## src/rtl/genie_wrr_merge_ctl.sv

```systemverilog
// Weighted round-robin merge controller with packet lock.
// A grant holder keeps the output for up to weff(i) packets per turn, and
// stays locked to the current input from the first beat of a packet until
// its eop beat. Arbitration is combinational, so packets from different
// inputs follow each other with no idle cycles in between.
module genie_wrr_merge_ctl #(
  parameter int NI     = 2,
  parameter int NIBITS = $clog2(NI),
  parameter int WBITS  = 4
) (
  input  logic                clk,
  input  logic                reset,
  input  logic [NI-1:0]       i_valid,
  input  logic [NI-1:0]       i_eop,
  input  logic [NI*WBITS-1:0] i_weight,
  input  logic                i_ready,
  output logic [NI-1:0]       o_ready,
  output logic [NIBITS-1:0]   o_sel,
  output logic                o_valid,
  output logic                o_eop,
  output logic                o_pkt_active
);

  typedef enum logic [0:0] {
    S_ARB = 1'b0,
    S_PKT = 1'b1
  } state_t;

  state_t             state_r;
  state_t             state_nxt_s;
  logic [NIBITS-1:0]  last_r;
  logic [NIBITS-1:0]  last_nxt_s;
  logic [WBITS-1:0]   credit_r;
  logic [WBITS-1:0]   credit_nxt_s;
  logic [NIBITS-1:0]  rr_s;
  logic [NIBITS-1:0]  cand_s;
  logic               rr_found_s;
  logic               accept_s;
  logic               new_grant_s;
  logic [WBITS-1:0]   weff_s;

  // Effective quota of input sel: a zero weight field still grants one packet.
  function automatic logic [WBITS-1:0] weff_f(
    input logic [NI*WBITS-1:0] w,
    input logic [NIBITS-1:0]   sel
  );
    logic [WBITS-1:0] field;
    field = {WBITS{1'b0}};
    for (int i = 0; i < NI; i++) begin
      field = (sel == NIBITS'(i)) ? w[i*WBITS +: WBITS] : field;
    end
    return (field == {WBITS{1'b0}}) ? WBITS'(1'b1) : field;
  endfunction

  // Round-robin candidate: first valid input after last, wrapping back to last.
  always_comb begin
    rr_s       = last_r;
    rr_found_s = 1'b0;
    cand_s     = last_r;
    for (int k = 1; k <= NI; k++) begin
      cand_s     = NIBITS'((int'(last_r) + k) % NI);
      rr_s       = (!rr_found_s && i_valid[cand_s]) ? cand_s : rr_s;
      rr_found_s = rr_found_s | i_valid[cand_s];
    end
  end

  // Grant select and datapath-facing outputs; the lock in S_PKT pins o_sel to last.
  always_comb begin
    o_sel = last_r;
    case (state_r)
      S_ARB:   o_sel = ((credit_r != {WBITS{1'b0}}) && i_valid[last_r]) ? last_r : rr_s;
      S_PKT:   o_sel = last_r;
      default: o_sel = last_r;
    endcase
    o_valid      = i_valid[o_sel];
    o_eop        = i_eop[o_sel];
    o_pkt_active = (state_r == S_PKT);
    o_ready      = {NI{1'b0}};
    for (int i = 0; i < NI; i++) begin
      o_ready[i] = i_ready & reset & (o_sel == NIBITS'(i));
    end
  end

  // Beat acceptance, turn accounting and packet-lock next state.
  always_comb begin
    accept_s     = o_valid & i_ready;
    new_grant_s  = (state_r == S_ARB) && accept_s &&
                   ((o_sel != last_r) || (credit_r == {WBITS{1'b0}}));
    weff_s       = weff_f(i_weight, o_sel);
    state_nxt_s  = state_r;
    last_nxt_s   = last_r;
    credit_nxt_s = credit_r;
    if (accept_s) begin
      last_nxt_s = o_sel;
      if (new_grant_s) begin
        // The quota is latched only here, so weight changes mid-turn are ignored.
        credit_nxt_s = o_eop ? (weff_s - WBITS'(1'b1)) : weff_s;
      end else begin
        credit_nxt_s = (o_eop && (credit_r != {WBITS{1'b0}})) ?
                       (credit_r - WBITS'(1'b1)) : credit_r;
      end
      case (state_r)
        S_ARB:   state_nxt_s = o_eop ? S_ARB : S_PKT;
        S_PKT:   state_nxt_s = o_eop ? S_ARB : S_PKT;
        default: state_nxt_s = S_ARB;
      endcase
    end else begin
      state_nxt_s  = state_r;
      last_nxt_s   = last_r;
      credit_nxt_s = credit_r;
    end
  end

  // State registers; reset leaves input NI-1 as last so input 0 wins first.
  always_ff @(posedge clk or negedge reset) begin
    if (!reset) begin
      state_r  <= S_ARB;
      last_r   <= NIBITS'(NI - 1);
      credit_r <= {WBITS{1'b0}};
    end else begin
      state_r  <= state_nxt_s;
      last_r   <= last_nxt_s;
      credit_r <= credit_nxt_s;
    end
  end

endmodule
```

## config.mk

```make
export PLATFORM = sky130hd
export DESIGN_NAME = genie_wrr_merge_ctl
export DESIGN_NICKNAME = d
export VERILOG_FILES = /design/src/rtl/genie_wrr_merge_ctl.sv
export SDC_FILE = /design/constraint.sdc
export NUM_CORES = 1
export LEC_CHECK = 0
export CAP_MARGIN = 20
export CELL_PAD_IN_SITES_DETAIL_PLACEMENT = 1
export CELL_PAD_IN_SITES_GLOBAL_PLACEMENT = 1
export CORE_MARGIN = 1.5
export CORE_UTILIZATION = 40
export CTS_BUF_LIST = sky130_fd_sc_hd__clkbuf_8
export DETAILED_ROUTE_END_ITERATION = 10
export PLACE_DENSITY = 0.95
export SLEW_MARGIN = 30
export SYNTH_ARGS = -nofsm -noshare
export SYNTH_HDL_FRONTEND = slang
export SYNTH_SLANG_ARGS = --single-unit
```

## constraint.sdc

```tcl
create_clock -name clk -period 7.3 [get_ports clk]
set_input_delay 1.095 -clock clk [delete_from_list [all_inputs] [get_ports clk]]
set_output_delay 1.095 -clock clk [all_outputs]
set_load 0.03 [all_outputs]
```

==> run_results.csv, run 1 <==
group,metric,value,unit
die,die_w,50.2,um
detailed_routing,wl_per_cell,18.5,um
clock_network,clk_latency,0.23,ns
power_and_ir_drop,seqPwrFrac,0.183,
power_and_ir_drop,p_per_area,406,mW/mm2
worst_setup_path,path_class,"primary input to output port",
worst_setup_path,cp_slowest_cell,"clkdlybuf4s50_1",
clock_network,cts_root_buf,"clkbuf_8",
worst_setup_path,r2r_cells,11,
die,ios,21,
global_routing,grt_pass1_wl,4750,um
run_status,status,"finished clean",
sta,fmax,203,MHz
final_layout,final_net_count,153,
synth,yosysSeqAreaShare,0.170,
sta,final-hold-violation-count,0,
final_layout,utilization,0.559,
sta,maxSlewHeadroom,0.441,
clock_network,htreeDepth,1,
worst_setup_path,worstPathCellList,"clkdlybuf4s50_1, or3b_2, mux2_2, nand2_1, mux2_2, clkdlybuf4s50_1",
final_layout,design_area,0.00113,mm2
die,rows,16,
sta,fin_crit_sh,0.674,
die,start_util,0.441,
global_routing,first_global_vias,1036,
detailed_routing,drt.antenna.violating_nets,0,
sta,rsz0062_at_grt,"no",
clock_network,cts_tree,"built",
detailed_routing,drcViolationCount,0,
worst_setup_path,worstPathRequired,6.20,ns
die,die_area,0.00252,mm2
power_and_ir_drop,ir_drop,195,uV
worst_setup_path,crit_arrival,3.83,ns
final_layout,syn2layout_area_growth,26.6,%
synth,yosysWarnings,0,
global_routing,grt_max_degree,17,
clock_network,cts_resized,0,
power_and_ir_drop,switching_share,0.508,
hold_path,hold-path-cell-count,3,
power_and_ir_drop,power.switching,233,uW
placed_design,dp_hpwl,2210,um
worst_setup_path,r2r_setup_slack,4.03,ns
synth,postSynth.asyncResetShare,1.00,
synth,synth_edf_count,0,
run,cap_violations,0,
detailed_routing,num_vias,998,
synth,synth.distinct_cells,45,
hold_path,hold_end,"credit_r[1]",
sta,worst_pin_slew,0.834,ns
global_routing,grt-ovfl-total,0,
worst_setup_path,rr_startpoint,"credit_r[0]",
sta,slew_viol_final,0,
synth,syn_area_per_cell,7.56,um2
detailed_routing,drt_iter0_drc,24,
clock_network,cts_hold_buf,0,
worst_setup_path,crit_path_end_kind,"output port",
worst_setup_path,startpoint_type,"primary input",
synth,ys.flop_type,"dfrtp_1",
synth,synth_seq_cells,6,
placed_design,postPlaceCellArea,0.00108,mm2
sta,finalSetupTns,0,ns
hold_path,hp-class,"flop to flop",
power_and_ir_drop,comb_power_share,0.699,
power_and_ir_drop,p_clk_frac,0.119,
detailed_routing,routed_wl,2990,um
final_layout,diodes,0,
worst_setup_path,path_buf_inv,2,
detailed_routing,first_pass_iters,4,
worst_setup_path,crit_family,"buffers and inverters",
sta,final-setup-viol-count,0,
hold_path,hp-start,"credit_r[1]",
worst_setup_path,max_stage_delay,0.80,ns
clock_network,numCtsBuffers,3,
clock_network,cts_setup_buffers,0,
worst_setup_path,worstReg2RegEnd,"credit_r[2]",
die,die_y,50.2,um
placed_design,place.gp.congestion,0.877,
sta,fin_ws,2.38,ns
placed_design,dp_slack,2.40,ns
die,core,0.00202,mm2
global_routing,grtUsageTotal,0.247,
clock_network,clkSlewWorstSetupHoldPaths,0.04,ns
placed_design,io_buffers,20,
clock_network,clockBufferDepth,2,
clock_network,numClockSinks,6,
synth,netlist_area,892,um2
power_and_ir_drop,intPower,225,uW
detailed_routing,viasPerCell,6.16,
sta,fin_crit,4.92,ns
synth,syn-num-nets,135,
worst_setup_path,crit_path_max_fanout,16,
global_routing,antenna_found_initial,0,
final_layout,layout-drive-gt1-share,0.0815,
sta,finalClockSkew,0.00281,ns
synth,syn_inst,118,
power_and_ir_drop,leakage,0.451,nW
-- cell usage after synthesis (2+ instances only) --
library cell / number / area share
nand2_1: 14 / 0.059
o21ai_0: 10 / 0.056
nor2_1: 9 / 0.038
nand3b_1: 7 / 0.059
a21oi_1: 5 / 0.028
dfrtp_1: 5 / 0.14
o221ai_1: 5 / 0.049
mux2i_1: 4 / 0.045
a221o_1: 3 / 0.034
and2b_1: 3 / 0.025
and3_1: 3 / 0.021
buf_2: 3 / 0.017
clkbuf_1: 3 / 0.013
inv_1: 3 / 0.013
nand2b_1: 3 / 0.021
nor2b_1: 3 / 0.021
a21boi_0: 2 / 0.017
and2_1: 2 / 0.014
buf_6: 2 / 0.025
ha_1: 2 / 0.028
mux2_2: 2 / 0.025
or4_1: 2 / 0.017
-- worst reg2reg max path: stages (launching register included) --
cell and delay (ns):
dfrtp_1 0.38, inv_1 0.11, ha_1 0.21, nor3b_2 0.70, mux2i_1 0.19, or4_1 0.44, a21oi_1 0.26, nor2_1 0.07
ha_1 0.23, a211oi_1 0.23, a21oi_1 0.11, a32o_1 0.22
-- cell families after synthesis --
| kind of cell | count (synthesis) | synth area share |
|---|---|---|
| flip-flops | 6 | 0.170 |
| adder cells (fa/ha/maj) | 2 | 0.0280 |
| AO/OA/AOI/OAI | 36 | 0.289 |
| multiplexers | 6 | 0.0701 |
| AND/OR/NAND/NOR | 56 | 0.366 |
| buffers and inverters | 11 | 0.0673 |
| XOR/XNOR | 1 | 0.00982 |
-- metal layers --
| metal | GRT usage | routed length, um | up-vias |
|---|---|---|---|
| met5 | 0 | 0 | - |
| met4 | 0.0556 | 27 | 0 |
| met3 | 0.0298 | 84 | 4 |
| met2 | 0.469 | 1540 | 21 |
| met1 | 0.288 | 1340 | 496 |
| li1 | - | - | 477 |
-- cell usage in the layout, fill, tap and decap left out, drive strengths merged, types with 2 or more instances in the layout --
cell           instances
o221ai                 5
clkdlybuf4s50         20
mux2i                  4
dfrtp                  5
mux2                   2
a211oi                 2
a221o                  3
clkbuf                 3
and2                   2
or3b                   2
nor3b                  2
or4                    2
and2b                  3
a21boi                 2
inv                    4
a21oi                  5
nand2                 15
nor2b                  3
nor2                   9
nand2b                 3
ha                     2
o21ai                 10
and3                   3
nand3b                 7
-- cell type report --
class | instances | area (um2)
fill | 252 | 892
inverter | 3 | 11.3
clock buffer | 3 | 41.3
timing repair buffer | 21 | 208
clock inverter | 1 | 3.75
tap | 27 | 33.8
multi-input combinational | 101 | 681
sequential | 6 | 151
-- worst max-delay path by stage --
stage | start | end | slack (ns) | cells past startpoint
after floorplan | i_valid[1] | o_valid | 3.62 | 4
after global placement | i_valid[1] | o_valid | 2.48 | 6
after detailed placement | i_valid[1] | o_valid | 2.40 | 6
after CTS | i_valid[1] | o_valid | 2.40 | 6
after global routing | i_valid[1] | o_valid | 2.32 | 6
final | i_valid[1] | o_valid | 2.38 | 6
-- sequential cells by signal, summed over array words and instances, names as in the netlist --
name and cells:
credit_r 4, last_r 1, o_pkt_active 1
-- metrics by stage --
| stage | cells | power (mW) | hold slack, ns |
|---|---|---|---|
| floorplan | 118 | 0.312 | 0.542 |
| global placement | 158 | 0.375 | 0.625 |
| detailed placement | 158 | 0.396 | 0.670 |
| CTS | 162 | 0.455 | 0.694 |
| global route | 162 | 0.487 | 0.723 |
| finish | 162 | 0.458 | 0.700 |
-- power groups by stage --
stage / clock, mW / sequential [mW] / combinational, mW
finish: 0.0543 / 0.0837 / 0.320
CTS: 0.0542 / 0.0830 / 0.318
global placement: 0 / 0.0800 / 0.295
global route: 0.0563 / 0.0863 / 0.345
detailed placement: 0 / 0.0829 / 0.313
floorplan: 0 / 0.0701 / 0.242
Note: power is estimated with default switching activity, not from simulation.
==> run 2, diff against run 1 <==
--- a/config.mk
+++ b/config.mk
@@ -9,10 +9,10 @@
 export CELL_PAD_IN_SITES_DETAIL_PLACEMENT = 1
 export CELL_PAD_IN_SITES_GLOBAL_PLACEMENT = 1
 export CORE_MARGIN = 1.5
-export CORE_UTILIZATION = 40
+export CORE_UTILIZATION = 33
 export CTS_BUF_LIST = sky130_fd_sc_hd__clkbuf_8
 export DETAILED_ROUTE_END_ITERATION = 10
-export PLACE_DENSITY = 0.95
+export PLACE_DENSITY = 0.86
 export SLEW_MARGIN = 30
 export SYNTH_ARGS = -nofsm -noshare
 export SYNTH_HDL_FRONTEND = slang
==> constraint.sdc (replaced) <==
create_clock -name clk -period 4.2 [get_ports clk]
set_input_delay 0.63 -clock clk [delete_from_list [all_inputs] [get_ports clk]]
set_output_delay 0.63 -clock clk [all_outputs]
set_load 0.03 [all_outputs]
==> run 2 against run 1 <==
Die area grew 20%. Final cell count rose by 2.5%. Worst hold slack got worse by 0.036 ns. Clock skew about the same. Register-to-register slack worse by 3.1 ns. Non-clock buffer count up 1. Routed wire length decreased by 12%. Flip-flop and latch count is the same. Core utilization decreased by 11 points. First-iteration DRC count down 29%. Global-route usage is 4.2 points lower. Critical endpoint unchanged.
==> run_results.csv, run 2 (synthesis gave the netlist of run 1 again) <==
group,metric,value,unit
run_status,status,"finished clean",
die,die_area,0.00302,mm2
final_layout,largest_register,"credit_r",
final_layout,layout-drive-gt1-share,0.0882,
detailed_routing,drcViolationCount,0,
sta,fin_crit_sh,0.903,
run,cap_violations,0,
die,rows,18,
sta,final-hold-violation-count,0,
die,start_util,0.354,
worst_setup_path,worstPathRequired,3.57,ns
worst_setup_path,crit_path_max_fanout,13,
die,ios,21,
power_and_ir_drop,p_clk_frac,0.117,
sta,rsz0062_at_grt,"no",
power_and_ir_drop,leakage,0.456,nW
clock_network,numCtsBuffers,3,
worst_setup_path,crit_top_cell,"mux2_2",
worst_setup_path,r2r_cells,10,
sta,slew_viol_final,0,
placed_design,dp_slack,0.606,ns
worst_setup_path,crit_arrival,3.16,ns
final_layout,layout_common_cells,"20 x clkdlybuf4s50_1, 14 x nand2_1, 10 x o21ai_0",
detailed_routing,drt.antenna.violating_nets,0,
die,die_y,55.0,um
clock_network,cts_root_buf,"clkbuf_8",
power_and_ir_drop,p_per_area,673,mW/mm2
global_routing,grtUsageTotal,0.205,
worst_setup_path,path_buf_inv,2,
power_and_ir_drop,ir_drop,320,uV
clock_network,cts_hold_buf,0,
hold_path,hp-class,"primary input to async pin",
clock_network,clockBufferDepth,2,
final_layout,fin_cells,166,
final_layout,final_common_cell,"clkdlybuf4s50_1",
placed_design,place.gp.congestion,0.772,
worst_setup_path,worstPathCellList,"inv_1, ha_1, nor3b_2, mux2_2, nand2_1, mux2_2, clkdlybuf4s50_1",
global_routing,grt_pass1_wl,4420,um
detailed_routing,wl_per_cell,15.9,um
global_routing,grt_max_degree,16,
power_and_ir_drop,power.switching,377,uW
sta,fin_ws,0.406,ns
worst_setup_path,crit_family,"simple AND/OR/NAND/NOR gates",
final_layout,largest_reg_flops,4,
clock_network,cts_setup_buffers,0,
placed_design,dp_hpwl,2040,um
detailed_routing,viasPerCell,6.08,
sta,fmax,264,MHz
global_routing,grt-ovfl-total,0,
worst_setup_path,max_stage_delay,0.71,ns
final_layout,utilization,0.452,
global_routing,first_global_vias,979,
final_layout,final_net_count,154,
power_and_ir_drop,intPower,391,uW
worst_setup_path,rr_startpoint,"credit_r[0]",
die,core,0.00252,mm2
worst_setup_path,crit_path_end_kind,"output port",
worst_setup_path,startpoint_type,"flop",
detailed_routing,drt_iter0_drc,17,
sta,fin_crit,3.79,ns
detailed_routing,num_vias,1009,
clock_network,cts_resized,0,
placed_design,place_inst,162,
placed_design,io_buffers,20,
detailed_routing,routed_wl,2640,um
detailed_routing,first_pass_iters,4,
worst_setup_path,worstReg2RegEnd,"credit_r[1]",
final_layout,design_area,0.00114,mm2
clock_network,clk_latency,0.23,ns
sta,holdWs,0.664,ns
worst_setup_path,r2r_setup_slack,0.92,ns
sta,finalClockSkew,0.00289,ns
power_and_ir_drop,seqPwrFrac,0.186,
die,die_w,55.0,um
clock_network,clkSlewWorstSetupHoldPaths,0.04,ns
sta,maxSlewHeadroom,0.443,
power_and_ir_drop,power.total,768,uW
power_and_ir_drop,switching_share,0.491,
worst_setup_path,path_class,"flop to output port",
clock_network,cts_tree,"built",
sta,worst_pin_slew,0.831,ns
global_routing,antenna_found_initial,0,
sta,finalSetupTns,0,ns
worst_setup_path,cp_slowest_cell,"nor3b_2",
clock_network,numClockSinks,6,
sta,final-setup-viol-count,0,
final_layout,diodes,0,
power_and_ir_drop,comb_power_share,0.698,
final_layout,syn2layout_area_growth,27.9,%
clock_network,htreeDepth,1,
placed_design,postPlaceCellArea,0.00110,mm2
==> run 2: cell count changes in the layout (fill, tap and decap cells not counted), sizes merged <==
cell | before | now
buf | 1 | 2
==> run 2: worst max-delay path by stage <==
stage	start	end	slack, ns	cells past startpoint
floorplan	o_pkt_active	o_valid	1.42	5
global placement	i_valid[1]	o_valid	0.62	6
detailed placement	i_valid[1]	o_valid	0.61	6
CTS	credit_r[0]	o_valid	0.41	7
global route	credit_r[0]	o_valid	0.22	7
finish	credit_r[0]	o_valid	0.41	7
==> run 2: cell type report <==
cell class                 instances  area [um2]
clock buffer                       3        41.3
timing repair buffer              22         215
fill                             317        1380
sequential                         6         151
inverter                           3        11.3
multi-input combinational        101         681
clock inverter                     1        3.75
tap                               30        37.5
==> run 2: per-layer routing <==
metal	vias to the layer above	part of all wire	global-route usage
met5	-	0	0
met2	24	0.50	0.347
met4	0	0.023	0.0772
met3	8	0.035	0.0484
met1	496	0.44	0.250
li1	481	-	-
==> run 2: power by group through the flow <==
stage / clock [mW] / combinational [mW] / sequential, mW
global route: 0.0973 / 0.594 / 0.148
global placement: 0 / 0.513 / 0.140
floorplan: 0 / 0.420 / 0.122
finish: 0.0898 / 0.536 / 0.143
CTS: 0.0921 / 0.539 / 0.142
detailed placement: 0 / 0.534 / 0.142
==> run 3, diff against run 2 <==
--- a/config.mk
+++ b/config.mk
@@ -8,7 +8,7 @@
 export CAP_MARGIN = 20
 export CELL_PAD_IN_SITES_DETAIL_PLACEMENT = 1
 export CELL_PAD_IN_SITES_GLOBAL_PLACEMENT = 1
-export CORE_MARGIN = 1.5
+export CORE_MARGIN = 2
 export CORE_UTILIZATION = 33
 export CTS_BUF_LIST = sky130_fd_sc_hd__clkbuf_8
 export DETAILED_ROUTE_END_ITERATION = 10
==> run 3 against run 2 <==
Routed wire length up 10%. Clock power grew 1%. Largest cell class unchanged. Non-clock buffer count is the same. Critical path type unchanged. Count of clock-buffer cells in the layout did not move. Worst hold slack better by 0.0027 ns. Core utilization is the same.
==> run_results.csv, run 3 (synthesis gave the netlist of run 1 again) <==
group,metric,value,unit
clock_network,numClockSinks,6,
placed_design,dp_hpwl,2240,um
clock_network,clockBufferDepth,2,
die,die_w,56.0,um
die,core,0.00252,mm2
power_and_ir_drop,comb_power_share,0.704,
power_and_ir_drop,switching_share,0.503,
detailed_routing,num_vias,1030,
power_and_ir_drop,p_clk_frac,0.115,
die,die_area,0.00314,mm2
sta,worst_pin_slew,0.806,ns
detailed_routing,drt.antenna.violating_nets,0,
sta,fin_crit,3.81,ns
global_routing,antenna_found_initial,0,
final_layout,final_common_cell,"clkdlybuf4s50_1",
sta,maxSlewHeadroom,0.461,
global_routing,grt_pass1_wl,4950,um
clock_network,cts_tree,"built",
clock_network,clk_latency,0.22,ns
detailed_routing,drcViolationCount,0,
power_and_ir_drop,seqPwrFrac,0.181,
placed_design,dp_slack,0.587,ns
sta,fin_crit_sh,0.907,
clock_network,clkSlewWorstSetupHoldPaths,0.04,ns
clock_network,htreeDepth,1,
clock_network,cts_resized,0,
sta,final-setup-viol-count,0,
worst_setup_path,crit_arrival,3.18,ns
sta,slew_viol_final,0,
placed_design,io_buffers,20,
clock_network,cts_hold_buf,0,
die,ios,21,
run,cap_violations,0,
clock_network,numCtsBuffers,3,
detailed_routing,wl_per_cell,17.5,um
sta,finalClockSkew,0.00189,ns
power_and_ir_drop,intPower,392,uW
global_routing,grt_max_degree,16,
die,rows,18,
power_and_ir_drop,power.total,790,uW
worst_setup_path,worstPathRequired,3.57,ns
detailed_routing,drt_iter0_drc,22,
power_and_ir_drop,leakage,0.456,nW
final_layout,largest_reg_flops,4,
run_status,status,"finished clean",
global_routing,grtUsageTotal,0.196,
final_layout,final_net_count,154,
final_layout,layout-drive-gt1-share,0.0882,
sta,fin_ws,0.390,ns
final_layout,layout_common_cells,"20 x clkdlybuf4s50_1, 14 x nand2_1, 10 x o21ai_0",
power_and_ir_drop,ir_drop,321,uV
worst_setup_path,crit_path_max_fanout,13,
placed_design,postPlaceCellArea,0.00110,mm2
sta,fmax,262,MHz
worst_setup_path,crit_path_end_kind,"output port",
hold_path,hp-class,"primary input to async pin",
sta,final-hold-violation-count,0,
die,start_util,0.354,
final_layout,design_area,0.00114,mm2
sta,holdWs,0.667,ns
worst_setup_path,path_class,"flop to output port",
sta,finalSetupTns,0,ns
final_layout,diodes,0,
clock_network,cts_setup_buffers,0,
power_and_ir_drop,p_per_area,692,mW/mm2
clock_network,cts_root_buf,"clkbuf_8",
global_routing,first_global_vias,1096,
final_layout,largest_register,"credit_r",
power_and_ir_drop,power.switching,398,uW
detailed_routing,first_pass_iters,5,
die,die_y,56.0,um
global_routing,grt-ovfl-total,0,
final_layout,syn2layout_area_growth,27.9,%
sta,rsz0062_at_grt,"no",
detailed_routing,viasPerCell,6.20,
worst_setup_path,startpoint_type,"flop",
detailed_routing,routed_wl,2910,um
placed_design,place.gp.congestion,0.776,
## run 3: cell counts in the layout (fill, tap and decap cells not counted)
Identical to the previous run, type by type.
## run 3: through the flow
step,utilization,std cells
CTS,0.452,166
global route,0.452,166
floorplan,-,118
finish,0.452,166
global placement,0.435,162
detailed placement,0.435,162
## run 3: path summary, 6_finish.rpt
| check | from | end | slack (ns) | depth (start not counted) |
|---|---|---|---|---|
| max | credit_r[0] | o_valid | 0.39 | 7 |
| min | reset | credit_r[1] | 0.67 | 1 |
| max reg2reg | credit_r[0] | credit_r[1] | 0.87 | 10 |
| min reg2reg | o_pkt_active | o_pkt_active | 0.70 | 1 |
| max in group asynchronous | reset | last_r | 3.24 | 1 |
| min in group clk | o_pkt_active | o_pkt_active | 0.70 | 1 |
## run 3: final cells by class
class | instances | area [um2]
clock buffers | 3 | 41.3
clock inverters | 1 | 3.75
fillers | 328 | 1380
inverters | 3 | 11.3
multi-input cells | 101 | 681
flip-flops and latches | 6 | 151
well taps | 30 | 37.5
repair buffers | 22 | 215
## run 3: layer usage
layer | vias to the layer above | part of all wire | global-route usage
met4 | 0 | 0.017 | 0.0680
li1 | 480 | - | -
met3 | 8 | 0.043 | 0.0279
met2 | 46 | 0.50 | 0.341
met5 | - | 0 | 0
met1 | 496 | 0.44 | 0.245
## run 3: power groups by stage
stage	sequential, mW	clock, mW	combinational [mW]
2_1_floorplan	0.122	0	0.420
3_3_place_gp	0.140	0	0.513
3_5_place_dp	0.141	0	0.545
4_1_cts	0.141	0.0933	0.553
5_1_grt	0.149	0.0980	0.608
6_report	0.143	0.0910	0.556
## run 3: worst max-delay path: stages (launching register included)
cell             delay (ns)
dfrtp_1                0.37
inv_1                  0.11
ha_1                   0.23
nor3b_2                0.69
mux2_2                 0.45
nand2_1                0.16
mux2_2                 0.35
clkdlybuf4s50_1        0.59
